## config.mk

```make
export PLATFORM = sky130hd
export DESIGN_NAME = mem_dump
export DESIGN_NICKNAME = d
export VERILOG_FILES = /design/src/rtl/mips32_pkg.sv /design/src/rtl/mem_dump_fifo.sv /design/src/rtl/mem_dump.sv
export SDC_FILE = /design/constraint.sdc
export NUM_CORES = 1
export LEC_CHECK = 0
export CAP_MARGIN = 30
export CORE_MARGIN = 4
export CORE_UTILIZATION = 35
export DETAILED_ROUTE_END_ITERATION = 16
export PLACE_DENSITY_LB_ADDON = 0.1
export SYNTH_ARGS = -nofsm -noshare
export SYNTH_HDL_FRONTEND = slang
export SYNTH_SLANG_ARGS = --single-unit
```

## constraint.sdc

```tcl
create_clock -name clk_x -period 2.15 [get_ports clk_x]
set_input_delay 0.43 -clock clk_x [delete_from_list [all_inputs] [get_ports clk_x]]
set_output_delay 0.43 -clock clk_x [all_outputs]
set_load 0.01 [all_outputs]
```

## src/rtl/mips32_pkg.sv

```systemverilog
// Shared widths and dump-engine state encoding used by mem_dump and its FIFO.
package mips32_pkg;

  localparam int unsigned DUMP_ADDR_W = 10;
  localparam int unsigned DUMP_DATA_W = 32;

  typedef enum logic [1:0] {
    ST_IDLE,
    ST_READ,
    ST_DRAIN,
    ST_DONE
  } dump_state_e;

  // A new read may issue only if FIFO entries plus the read returning this
  // cycle, less any word leaving this cycle, stays below the FIFO depth of 2.
  function automatic logic dump_can_issue(input logic full, input logic empty,
                                          input logic inflight, input logic pop);
    if (inflight) return empty || (pop && !full);
    else          return !full || pop;
  endfunction

endpackage

```

## src/rtl/mem_dump_fifo.sv

```systemverilog
// Two-entry FIFO holding returned read words; supports push and pop in the same cycle.
module dump_fifo #(
  parameter int unsigned W = 8
) (
  input  logic         clk_i,
  input  logic         rst_ni,
  input  logic         push_i,
  input  logic         pop_i,
  input  logic [W-1:0] wdata_i,
  output logic         full_o,
  output logic         empty_o,
  output logic [W-1:0] rdata_o
);

  logic [W-1:0] mem_q [2];
  logic         wr_ptr_q, wr_ptr_d;
  logic         rd_ptr_q, rd_ptr_d;
  logic [1:0]   occ_q, occ_d;

  always_comb begin
    wr_ptr_d = wr_ptr_q ^ push_i;
    rd_ptr_d = rd_ptr_q ^ pop_i;
    occ_d    = occ_q;
    if (push_i && !pop_i)      occ_d = occ_q + 2'd1;
    else if (!push_i && pop_i) occ_d = occ_q - 2'd1;
  end

  always_ff @(posedge clk_i) begin
    if (!rst_ni) begin
      wr_ptr_q <= 1'b0;
      rd_ptr_q <= 1'b0;
      occ_q    <= '0;
    end else begin
      wr_ptr_q <= wr_ptr_d;
      rd_ptr_q <= rd_ptr_d;
      occ_q    <= occ_d;
    end
  end

  always_ff @(posedge clk_i) begin
    if (push_i) mem_q[wr_ptr_q] <= wdata_i;
  end

  assign full_o  = (occ_q == 2'd2);
  assign empty_o = (occ_q == 2'd0);
  assign rdata_o = mem_q[rd_ptr_q];

endmodule

```

## src/rtl/mem_dump.sv

```systemverilog
// Streams a contiguous range of data memory out over a valid/ready port.
module mem_dump
  import mips32_pkg::*;
#(
  parameter int unsigned ADDR_W = DUMP_ADDR_W,
  parameter int unsigned DATA_W = DUMP_DATA_W
) (
  input  logic              clk_x,
  input  logic              rst,
  input  logic              start,
  input  logic [ADDR_W-1:0] base_addr,
  input  logic [ADDR_W:0]   count,
  output logic              mem_re,
  output logic [ADDR_W-1:0] mem_addr,
  input  logic [DATA_W-1:0] mem_rdata,
  output logic              out_valid,
  input  logic              out_ready,
  output logic [ADDR_W-1:0] out_addr,
  output logic [DATA_W-1:0] out_data,
  output logic              out_last,
  output logic              busy,
  output logic              done
);

  localparam int unsigned FW = DATA_W + ADDR_W + 1;
  localparam logic [ADDR_W:0] CNT_ONE = {{ADDR_W{1'b0}}, 1'b1};

  dump_state_e       state_q, state_d;
  logic [ADDR_W-1:0] base_q, base_d;
  logic [ADDR_W:0]   cnt_q, cnt_d;
  logic [ADDR_W:0]   idx_q, idx_d;
  logic              infl_q, infl_d;
  logic [ADDR_W-1:0] infl_addr_q, infl_addr_d;
  logic              infl_last_q, infl_last_d;

  logic              fifo_full, fifo_empty, pop;
  logic [FW-1:0]     head;
  logic              head_last;
  logic [ADDR_W-1:0] head_addr;
  logic [DATA_W-1:0] head_data;
  logic [ADDR_W-1:0] rd_addr;
  logic              rd_last;

  assign pop     = !fifo_empty && out_ready;
  assign rd_addr = base_q + idx_q[ADDR_W-1:0];
  assign rd_last = (idx_q == cnt_q - CNT_ONE);

  always_comb begin
    state_d     = state_q;
    base_d      = base_q;
    cnt_d       = cnt_q;
    idx_d       = idx_q;
    infl_d      = 1'b0;
    infl_addr_d = infl_addr_q;
    infl_last_d = infl_last_q;
    mem_re      = 1'b0;
    mem_addr    = '0;
    unique case (state_q)
      ST_IDLE: begin
        if (start) begin
          base_d  = base_addr;
          cnt_d   = count;
          idx_d   = '0;
          state_d = (count == '0) ? ST_DONE : ST_READ;
        end
      end
      ST_READ: begin
        if (dump_can_issue(fifo_full, fifo_empty, infl_q, pop)) begin
          mem_re      = 1'b1;
          mem_addr    = rd_addr;
          infl_d      = 1'b1;
          infl_addr_d = rd_addr;
          infl_last_d = rd_last;
          idx_d       = idx_q + CNT_ONE;
          if (rd_last) state_d = ST_DRAIN;
        end
      end
      ST_DRAIN: begin
        if (pop && head_last) state_d = ST_DONE;
      end
      ST_DONE:  state_d = ST_IDLE;
      default:  state_d = ST_IDLE;
    endcase
  end

  // Clearing infl_q on reset drops any read data still returning afterwards.
  always_ff @(posedge clk_x) begin
    if (!rst) begin
      state_q     <= ST_IDLE;
      base_q      <= '0;
      cnt_q       <= '0;
      idx_q       <= '0;
      infl_q      <= 1'b0;
      infl_addr_q <= '0;
      infl_last_q <= 1'b0;
    end else begin
      state_q     <= state_d;
      base_q      <= base_d;
      cnt_q       <= cnt_d;
      idx_q       <= idx_d;
      infl_q      <= infl_d;
      infl_addr_q <= infl_addr_d;
      infl_last_q <= infl_last_d;
    end
  end

  dump_fifo #(
    .W(FW)
  ) u_fifo (
    .clk_i   (clk_x),
    .rst_ni  (rst),
    .push_i  (infl_q),
    .pop_i   (pop),
    .wdata_i ({infl_last_q, infl_addr_q, mem_rdata}),
    .full_o  (fifo_full),
    .empty_o (fifo_empty),
    .rdata_o (head)
  );

  assign {head_last, head_addr, head_data} = head;

  assign out_valid = !fifo_empty;
  assign out_addr  = fifo_empty ? '0 : head_addr;
  assign out_data  = fifo_empty ? '0 : head_data;
  assign out_last  = !fifo_empty && head_last;
  assign busy      = (state_q != ST_IDLE);
  assign done      = (state_q == ST_DONE);

endmodule

```

==> impl_metrics.prom <==
# TYPE chip_impl_metric gauge
chip_impl_metric{name="floorplan.initialDensity",unit=""} 0.362
chip_impl_info{name="yosys_most_used_dff",value="sky130_fd_sc_hd__edfxtp_1"} 1
chip_impl_metric{name="worst_path_largest_cell_delay",unit="ns"} 0.36
chip_impl_metric{name="synth_seq_area_share",unit=""} 0.591
chip_impl_metric{name="final.setup.tns",unit="ns"} -3.01
chip_impl_metric{name="post_route_fraction_of_the_period_consumed_by_the_critical_path",unit=""} 1.25
chip_impl_info{name="hold_path_class",value="reg2reg"} 1
chip_impl_metric{name="route.met3.wl",unit="um"} 670
chip_impl_info{name="crit_path_start_kind",value="flop"} 1
chip_impl_metric{name="insertedDiodeCount",unit=""} 0
chip_impl_metric{name="detail_route.wl_per_cell",unit="um"} 15.6
chip_impl_metric{name="power.leakage",unit="nW"} 3.55
chip_impl_info{name="layout_commonest_cell",value="sky130_fd_sc_hd__edfxtp_1"} 1
chip_impl_metric{name="global_route.usage.total",unit=""} 0.158
chip_impl_metric{name="detail_route.first_pass.iterations",unit=""} 4
chip_impl_metric{name="area.sequential",unit="sq um"} 3620
chip_impl_metric{name="io-pin-count",unit=""} 114
chip_impl_metric{name="clock_tree.buffer_depth",unit=""} 2
chip_impl_metric{name="num_vias",unit=""} 4661
chip_impl_info{name="failing_checks",value="negative setup slack"} 1
chip_impl_metric{name="fmax",unit="MHz"} 371
chip_impl_metric{name="totalWireLength",unit="um"} 15300
chip_impl_metric{name="synthesis.instances",unit=""} 549
chip_impl_metric{name="grt_pass1_wl",unit="um"} 24500
chip_impl_metric{name="routedLengthMet1",unit="um"} 6690
chip_impl_metric{name="final.setup.worst_slack",unit="ns"} -0.543
chip_impl_metric{name="wl_met2",unit="um"} 7620
chip_impl_metric{name="post_drt_via_cell_ratio",unit=""} 4.76
chip_impl_metric{name="place_congestion",unit=""} 0.872
chip_impl_metric{name="placeableCoreArea",unit="sq um"} 16800
chip_impl_metric{name="worst_clock_skew",unit="ns"} 0.00941
chip_impl_metric{name="vias_in_the_first_global_route",unit=""} 4789
chip_impl_info{name="rsz_0062_raised_after_global_routing",value="true"} 1
chip_impl_metric{name="critical_path_peak_fanout",unit=""} 3
chip_impl_metric{name="yosysWarningCount",unit=""} 0
chip_impl_metric{name="worst_setup_hold_path_clk_slew",unit="ns"} 0.06
chip_impl_metric{name="drt-initial-drc-count",unit=""} 164
chip_impl_metric{name="worst-endpoint-required",unit="ns"} 1.72
chip_impl_metric{name="worst_slew_margin_rel",unit=""} 0.694
chip_impl_metric{name="cts_inserted_buffers",unit=""} 17
chip_impl_metric{name="synth.distinct_cells",unit=""} 48
chip_impl_info{name="highest-signal-layer",value="met4"} 1
chip_impl_metric{name="placement.setup.worst_slack",unit="ns"} -0.697
chip_impl_metric{name="number_of_antenna_violations_at_the_first_check_in_global_routing",unit=""} 0
chip_impl_info{name="critPathSlowestCell",value="sky130_fd_sc_hd__fa_2"} 1
chip_impl_metric{name="detailed_route_drc_error_count",unit=""} 0
chip_impl_metric{name="die_area",unit="sq um"} 19600
chip_impl_metric{name="finish.instance_area",unit="sq um"} 9020
chip_impl_metric{name="clkSinkCount",unit=""} 137
chip_impl_metric{name="detailedPlacementHpwl",unit="um"} 10200
chip_impl_metric{name="h_tree_lvls",unit=""} 4
chip_impl_metric{name="setup_violations",unit=""} 10
chip_impl_metric{name="worstSkewPairLatency",unit="ns"} 0.42
chip_impl_metric{name="final_max_slew_viol_count",unit=""} 0
chip_impl_metric{name="drv_cap",unit=""} 0
chip_impl_info{name="crit_path_leading_delay_family",value="compound AO/OA/AOI/OAI gates"} 1
chip_impl_metric{name="fillers",unit=""} 1496
chip_impl_metric{name="power_per_cell_area",unit="nW/um^2"} 1150
chip_impl_metric{name="finalHoldViolations",unit=""} 0
chip_impl_metric{name="vdd_ir_drop_max",unit="uV"} 659
chip_impl_metric{name="critical_path_arrival",unit="ns"} 2.26
chip_impl_metric{name="multi_input_comb_area",unit="sq um"} 2510
chip_impl_info{name="tritoncts_clock_tree",value="done"} 1
chip_impl_metric{name="nets",unit=""} 823
chip_impl_info{name="cts_root_buffer",value="sky130_fd_sc_hd__clkbuf_16"} 1
chip_impl_metric{name="synth.ff_latch_count",unit=""} 137
chip_impl_info{name="crit_top_cell",value="sky130_fd_sc_hd__o21ai_2"} 1
chip_impl_metric{name="row_count",unit=""} 47
chip_impl_metric{name="syn-cell-area",unit="sq um"} 6090
chip_impl_info{name="critical_path.endpoint_type",value="output port"} 1
chip_impl_metric{name="grt_overflow_total",unit=""} 0
chip_impl_info{name="commonest_cells_after_routing_fill_and_taps_aside",value="86 x sky130_fd_sc_hd__edfxtp_1, 74 x sky130_fd_sc_hd__nor2_1, 73 x sky130_fd_sc_hd__buf_4"} 1
chip_impl_metric{name="place.port_buffers",unit=""} 113
chip_impl_metric{name="die_height",unit="um"} 140
chip_impl_metric{name="synth_edf_count",unit=""} 86
chip_impl_metric{name="drt_antenna_net_count",unit=""} 0
chip_impl_info{name="synth.area.top_cells",value="sky130_fd_sc_hd__edfxtp_1 42%, sky130_fd_sc_hd__dfxtp_1 17%, sky130_fd_sc_hd__mux2i_1 7.2%"} 1
chip_impl_metric{name="pin_count_of_the_biggest_net_entering_global_routing",unit=""} 44
chip_impl_metric{name="ys_async_sr_fraction",unit=""} 0
chip_impl_metric{name="total_power",unit="mW"} 10.4
chip_impl_metric{name="timing.final.crit_period",unit="ns"} 2.69
chip_impl_info{name="cell_chain_of_the_critical_path",value="ha_4 -> inv_2 -> fa_2 -> nor2b_4 -> o21ai_2 -> a21boi_2 -> o21ai_2 -> a21oi_2 -> xnor2_1 -> nor2_1 -> buf_2"} 1
chip_impl_metric{name="cell_area_placed",unit="sq um"} 8060
chip_impl_info{name="worstSetupPathType",value="reg2out"} 1
chip_impl_metric{name="postSynthNetCount",unit=""} 626
chip_impl_metric{name="hold-worst-slack",unit="ns"} 0.453
chip_impl_metric{name="chipWidth",unit="um"} 140
chip_impl_metric{name="syn_avg_cell_area",unit="sq um"} 11.1
chip_impl_metric{name="timing_worst_slew_pin_value",unit="ns"} 0.456
chip_impl_metric{name="syn2layout_area_growth",unit="%"} 48.1
chip_impl_info{name="synth_top_area_cell",value="sky130_fd_sc_hd__edfxtp_1"} 1
chip_impl_metric{name="synthDominantCellAreaShare",unit=""} 0.424
chip_impl_metric{name="drive_gt1_frac",unit=""} 0.267
chip_impl_info{name="run_status",value="finished, violations left"} 1
chip_impl_metric{name="cp_num_buf_inv",unit=""} 2
[synthesized netlist by cell type, types with 9 or more instances]
| cell type | count |
|---|---|
| sky130_fd_sc_hd__a21oi_1 | 38 |
| sky130_fd_sc_hd__clkbuf_1 | 21 |
| sky130_fd_sc_hd__dfxtp_1 | 51 |
| sky130_fd_sc_hd__edfxtp_1 | 86 |
| sky130_fd_sc_hd__ha_1 | 19 |
| sky130_fd_sc_hd__inv_1 | 17 |
| sky130_fd_sc_hd__mux2i_1 | 44 |
| sky130_fd_sc_hd__nand2_1 | 63 |
| sky130_fd_sc_hd__nand3_1 | 10 |
| sky130_fd_sc_hd__nor2_1 | 79 |
| sky130_fd_sc_hd__o21ai_0 | 9 |
| sky130_fd_sc_hd__xnor2_1 | 13 |
| sky130_fd_sc_hd__xor2_1 | 16 |
[routing by layer]
layer  up-vias  GRT usage
met5         -          0
met4         0     0.0597
met3        18     0.0354
met2       110      0.270
met1      2199      0.197
li1       2334          -
[logic make-up (layout without fill, tap and decap cells)]
family / after synthesis / after routing / synth area share
xor+xnor: 29 / 29 / 0.0417
buf+inv: 48 / 258 / 0.0310
mux: 45 / 45 / 0.0741
compound gates: 79 / 79 / 0.0817
flops: 137 / 137 / 0.591
fa+ha+maj: 20 / 20 / 0.0423
simple gates: 191 / 191 / 0.138
[cell type report]
| class | count | share of cell area |
|---|---|---|
| clock inverters | 14 | 0.0216 |
| clock buffers | 18 | 0.0476 |
| multi-input cells | 364 | 0.278 |
| flip-flops and latches | 137 | 0.401 |
| inverters | 22 | 0.00943 |
| well taps | 220 | 0.0305 |
| repair buffers | 204 | 0.211 |
[sequential cells by signal, indices dropped and copies added (netlist names), named ones only]
signal and count:
idx_q 11, state_q 2, infl_q 1, u_fifo.occ_q 2, infl_addr_q 10, cnt_q 11, u_fifo.rd_ptr_q 1, base_q 10
u_fifo.wr_ptr_q 1, infl_last_q 1, u_fifo.mem_q 86
[report_power, final]
group | switching (mW) | total (mW) | internal [mW]
logic | 2.02 | 4.05 | 2.02
registers | 0.150 | 3.30 | 3.15
clock network | 1.11 | 3.05 | 1.95
total | 3.28 | 10.4 | 7.13
[stage by stage]
step / utilization / cells
6_report: 0.536 / 979
2_1_floorplan: - / 549
4_1_cts: 0.528 / 975
3_3_place_gp: 0.479 / 929
3_5_place_dp: 0.479 / 929
5_1_grt: 0.536 / 979
[repair_timing]
action,in CTS,in global routing
setup endpoints to repair,58,31
resized for setup,161,46
cloned,4,2
setup buffers,13,3
hold buffers,0,0
pin swaps,20,18
[worst paths after layout]
kind	start	endpoint	slack [ns]	depth (start not counted)
setup / recovery	idx_q[0]	mem_addr[8]	-0.54	11
hold / removal	infl_addr_q[6]	u_fifo.mem_q[0][38]	0.45	0
setup reg to reg	cnt_q[5]	state_q[0]	-0.11	8
hold reg to reg	infl_addr_q[6]	u_fifo.mem_q[0][38]	0.45	0
Power figures use the tool's default switching activity.
